File: src/rtl/bram_fifo_ctrl.sv
// First-word-fall-through FIFO controller driving both ports of a dual-port block RAM.
// A 2-entry skid buffer absorbs the RAM's 1-cycle read latency to sustain one word per cycle.
module bram_fifo_ctrl #(
    parameter int ADDR_W = 13,
    parameter int DATA_W = 2
) (
    input  logic              clk,
    input  logic              rstn,
    input  logic              clr,
    input  logic              in_valid,
    output logic              in_ready,
    input  logic [DATA_W-1:0] in_data,
    output logic              out_valid,
    input  logic              out_ready,
    output logic [DATA_W-1:0] out_data,
    output logic [ADDR_W:0]   count,
    output logic [ADDR_W-1:0] A0,
    output logic [DATA_W-1:0] D0,
    output logic              WE0,
    output logic [DATA_W-1:0] WEM0,
    output logic              CE0,
    output logic [ADDR_W-1:0] A1,
    output logic [DATA_W-1:0] D1,
    output logic              WE1,
    output logic [DATA_W-1:0] WEM1,
    output logic              CE1,
    input  logic [DATA_W-1:0] Q1
);

    localparam logic [ADDR_W:0] DEPTH_C = {1'b1, {ADDR_W{1'b0}}};

    logic [ADDR_W-1:0] wptr_q, wptr_d;
    logic [ADDR_W-1:0] rptr_q, rptr_d;
    logic [ADDR_W:0]   ram_cnt_q, ram_cnt_d;
    logic              inflight_q, inflight_d;
    logic [DATA_W-1:0] buf0_q, buf0_d;
    logic [DATA_W-1:0] buf1_q, buf1_d;
    logic [1:0]        buf_cnt_q, buf_cnt_d;
    logic [ADDR_W:0]   count_q, count_d;

    logic       push;
    logic       pop;
    logic       issue;
    logic [2:0] occ_after_pop;

    assign in_ready  = (ram_cnt_q != DEPTH_C) & ~clr;
    // Write strobes are held off while rstn is low so the RAM port is idle during reset.
    assign push      = in_valid & in_ready & rstn;
    assign out_valid = (buf_cnt_q != 2'd0) & ~clr;
    assign out_data  = buf0_q;
    assign pop       = out_valid & out_ready;

    assign occ_after_pop = {1'b0, buf_cnt_q} + {2'b00, inflight_q} - {2'b00, pop};
    assign issue         = (ram_cnt_q != '0) & ~clr & (occ_after_pop < 3'd2);

    assign CE0  = push;
    assign WE0  = push;
    assign WEM0 = {DATA_W{push}};
    assign A0   = wptr_q;
    assign D0   = in_data;

    assign CE1  = issue;
    assign A1   = rptr_q;
    assign WE1  = 1'b0;
    assign WEM1 = '0;
    assign D1   = '0;

    assign count = count_q;

    always_comb begin
        wptr_d     = wptr_q + ADDR_W'(push);
        rptr_d     = rptr_q + ADDR_W'(issue);
        inflight_d = issue;
        ram_cnt_d  = ram_cnt_q;
        if (push && !issue) begin
            ram_cnt_d = ram_cnt_q + 1'b1;
        end else if (issue && !push) begin
            ram_cnt_d = ram_cnt_q - 1'b1;
        end

        buf0_d    = buf0_q;
        buf1_d    = buf1_q;
        buf_cnt_d = buf_cnt_q;
        if (pop) begin
            buf0_d    = buf1_q;
            buf_cnt_d = buf_cnt_q - 2'd1;
        end
        // Returning read word lands behind whatever survives this cycle's pop.
        if (inflight_q && !clr) begin
            if (buf_cnt_d == 2'd0) begin
                buf0_d = Q1;
            end else begin
                buf1_d = Q1;
            end
            buf_cnt_d = buf_cnt_d + 2'd1;
        end

        if (clr) begin
            wptr_d     = '0;
            rptr_d     = '0;
            ram_cnt_d  = '0;
            inflight_d = 1'b0;
            buf_cnt_d  = '0;
        end

        count_d = ram_cnt_d + (ADDR_W+1)'(inflight_d) + (ADDR_W+1)'(buf_cnt_d);
    end

    always_ff @(posedge clk or negedge rstn) begin
        if (!rstn) begin
            wptr_q     <= '0;
            rptr_q     <= '0;
            ram_cnt_q  <= '0;
            inflight_q <= 1'b0;
            buf0_q     <= '0;
            buf1_q     <= '0;
            buf_cnt_q  <= '0;
            count_q    <= '0;
        end else begin
            wptr_q     <= wptr_d;
            rptr_q     <= rptr_d;
            ram_cnt_q  <= ram_cnt_d;
            inflight_q <= inflight_d;
            buf0_q     <= buf0_d;
            buf1_q     <= buf1_d;
            buf_cnt_q  <= buf_cnt_d;
            count_q    <= count_d;
        end
    end

endmodule

File: config.mk
export PLATFORM = sky130hd
export DESIGN_NAME = bram_fifo_ctrl
export DESIGN_NICKNAME = d
export VERILOG_FILES = /design/src/rtl/bram_fifo_ctrl.sv
export SDC_FILE = /design/constraint.sdc
export NUM_CORES = 1
export LEC_CHECK = 0
export CORE_ASPECT_RATIO = 2
export CORE_UTILIZATION = 41
export CTS_BUF_LIST = sky130_fd_sc_hd__clkbuf_4 sky130_fd_sc_hd__clkbuf_8 sky130_fd_sc_hd__clkbuf_16
export DETAILED_ROUTE_END_ITERATION = 12
export GPL_ROUTABILITY_DRIVEN = 0
export PLACE_DENSITY = 0.74
export SLEW_MARGIN = 25
export SYNTH_ARGS = -nofsm -noshare
export SYNTH_HDL_FRONTEND = slang
export SYNTH_SLANG_ARGS = --single-unit
File: constraint.sdc
create_clock -name clk -period 11.4 [get_ports clk]
set_input_delay 3.42 -clock clk [delete_from_list [all_inputs] [get_ports clk]]
set_output_delay 3.42 -clock clk [all_outputs]
set_load 0.05 [all_outputs]
==> impl_metrics.csv, run 1 <==
group,metric,value,unit
status,status,"finished, final reports clean",
drt,routed_wl,7.92,mm
yosys,synth_edf_count,0,
sta,fin_crit,10.02,ns
sta,slew_viol_final,0,
clocking,cts_tree,"built",
power_and_ir_drop,switching_power,0.516,mW
drt,wl_per_cell,15.9,µm
critical_path,crit_required,7.98,ns
yosys,synth-main-ff-cell,"dfrtp_1",
sta,max_slew_margin,48.8,%
sta,worst_slack,1.38,ns
sta,fin_crit_sh,87.9,%
critical_path,path_class,"input pin to output port",
hold_path,min_path_cells,1,
die,die_width,66.6,µm
die,dieHeight,131,µm
sta,fmax,99.8,MHz
flow_run,max_cap_viol_count,0,
hold_path,min_path_type,"flip-flop to flip-flop",
die,core,8000,µm²
power_and_ir_drop,p_clk_share,23.5,%
die,io_pins,65,
power_and_ir_drop,p_leak,1.92,nW
power_and_ir_drop,vdd_drop_max,0.000129,V
clocking,cts_max_level,3,
sta,clock-skew-final,0.00675,ns
sta,hold_viol_final,0,
global_route,grt_start_max_net_pins,63,
cells_and_area,layout_common_cells,"dfrtp_1 (61), clkdlybuf4s50_1 (53), nor2_1 (44)",
yosys,synthesis.instances,345,
die,die-area,8740,µm²
sta,setup_viol,0,
sta,worstMarginPinSlew,0.768,ns
critical_path,reg2reg_depth,19,
yosys,yosysWarningCount,0,
cells_and_area,diodes,0,
yosys,yosys-top-cells-area,"dfrtp_1 (45%), xor2_1 (6.7%), xnor2_1 (4.9%)",
clocking,numCtsBuffers,9,
placement,port-buffer-count,55,
critical_path,cp_max_fo,6,
power_and_ir_drop,intPower,0.679,mW
yosys,synth_area,3420,µm²
power_and_ir_drop,p_sw_share,43.2,%
yosys,synth.largest_area_cell,"dfrtp_1",
clocking,clockBufferDepth,2,
drt,dr_total_vias,2713,
global_route,grt_use_total,20.1,%
yosys,synth_top_area_share,44.6,%
drt,routed_via_density,5.46,
cells_and_area,final_common_cell,"dfrtp_1",
clocking,cts_resized,0,
sta,rsz0062_at_grt,"no",
cells_and_area,drive_gt1_share,9.98,%
critical_path,slowest_stage,"clkdlybuf4s50_1",
critical_path,slowest_delay,0.81,ns
drt,drt_iter0_drc,106,
cells_and_area,areaGrowthSynthToFinish,26.1,%
clocking,cts.clk_slew.worst_paths,0.05,ns
global_route,overflow,0,
clocking,clkSinkCount,61,
global_route,grt_pass1_wl,13.2,mm
sta,fin_tns_setup,0,ns
clocking,cts_setup_buffers,0,
die,initial_utilization,42.8,%
clocking,clock_latency,0.33,ns
clocking,root_buffer,"clkbuf_16",
global_route,grt_pass1_vias,2815,
yosys,avgSynthCellArea,9.92,µm²
placement,place_ws,1.37,ns
power_and_ir_drop,power_frac_comb,50.0,%
drt,ant_nets,0,
critical_path,path_cells,"clkdlybuf4s50_1 > and2_1 > ha_1 > nand2b_1 > fa_1 > nand2b_1 > nor2_1 > nand2_1 > inv_1 > clkdlybuf4s50_1",
drt,first_pass_iters,4,
power_and_ir_drop,total_power,1.19,mW
drt,drc,0,
critical_path,start_kind,"input pin",
yosys,async_flop_share,100,%
cells_and_area,num-nets-final,418,
die,rows,46,
power_and_ir_drop,cellPowerDensity,277,nW/µm²
global_route,antenna_found_initial,0,
power_and_ir_drop,seq_power_share,26.5,%
critical_path,worstPathArrival,6.60,ns
clocking,cts_hold_buf,0,
placement,hpwlAfterDp,5.81,mm
yosys,synth.yosys.seq_area_share,44.6,%
yosys,synth_cell_type_count,56,
critical_path,critPathCaptureType,"output port",
yosys,ys_ff_latch,61,
[flip-flops by register name, indices dropped and copies added, names as in the netlist]
register    count
count          14
A1             13
buf1_q          2
A0             13
ram_cnt_q      14
inflight_q      1
out_data        2
buf_cnt_q       2
[power groups by stage]
stage          Sequential [mW]  Combinational [mW]  Clock (mW)
2_1_floorplan            0.396               0.361           0
3_5_place_dp             0.320               0.590           0
6_report                 0.317               0.597       0.281
4_1_cts                  0.317               0.597       0.285
5_1_grt                  0.325               0.644       0.295
3_3_place_gp             0.318               0.582           0
[per-layer routing]
layer | wire (µm) | global-route usage [%]
met1 | 2690 | 19.5
met2 | 4620 | 35.8
met3 | 213 | 4.43
met4 | 391 | 13.5
met5 | 0 | 0
[kinds of logic after synthesis]
logic type	after synthesis	synth area share, %
other cells	1	0.110
flops	61	44.6
buf+inv	34	4.90
xor+xnor	45	11.5
fa+ha+maj	13	5.41
mux	6	1.83
simple gates	155	25.3
compound gates	30	6.36
[cell type report]
cell class / count / area (µm²)
Fill cell: 744 / 3680
Multi-Input combinational cell: 254 / 1740
Sequential cell: 61 / 1530
Timing Repair Buffer: 58 / 563
Clock buffer: 13 / 274
Tap cell: 96 / 120
Inverter: 12 / 45.0
Clock inverter: 3 / 42.5
[metrics by stage]
stage               instance area [µm²]  std cells  hold WS [ns]  utilization [%]
finish                             4320        497         0.513             53.9
global route                       4320        497         0.540             53.9
CTS                                4320        497         0.511             53.9
detailed placement                 4000        481         0.500             50.0
global placement                   4000        481         0.490             50.0
floorplan                          3440        349         0.480                -
[synthesized netlist by cell type, drive strengths merged (4+ instances only)]
library cell	count
inv	12
or4	7
nor3	15
nand3	16
dfrtp	61
or3	5
xnor2	19
nor4	6
nor2b	7
mux2i	4
nand4	6
a21oi	8
xor2	26
clkbuf	8
ha	10
and3	13
buf	14
nand2	17
nand2b	5
nor2	44
[worst paths after layout]
path / start / endpoint / slack (ns)
min reg2reg: buf1_q[0] / buf1_q[0] / 0.51
max in group asynchronous: rstn / count[1] / 7.58
max: out_ready / CE1 / 1.38
min in group asynchronous: rstn / A1[3] / 3.30
max reg2reg: buf_cnt_q[1] / count[13] / 6.22
min: buf1_q[0] / buf1_q[0] / 0.51
[worst max-delay path: cells and delay by family]
kind,cells,cell delay (ns)
buffers and inverters,3,1.41
AND/OR/NAND/NOR,5,0.96
adder cells (fa/ha/maj),2,0.79
No activity file was read; power rests on OpenSTA's default activity.
==> inputs of run 2 (changes only) <==
--- a/config.mk
+++ b/config.mk
@@ -11,6 +11,7 @@
 export DETAILED_ROUTE_END_ITERATION = 12
 export GPL_ROUTABILITY_DRIVEN = 0
 export PLACE_DENSITY = 0.74
+export SETUP_SLACK_MARGIN = 0.5
 export SLEW_MARGIN = 25
 export SYNTH_ARGS = -nofsm -noshare
 export SYNTH_HDL_FRONTEND = slang
==> results of run 2 <==
Final layout, timing and power as in run 1 (identical DEF).
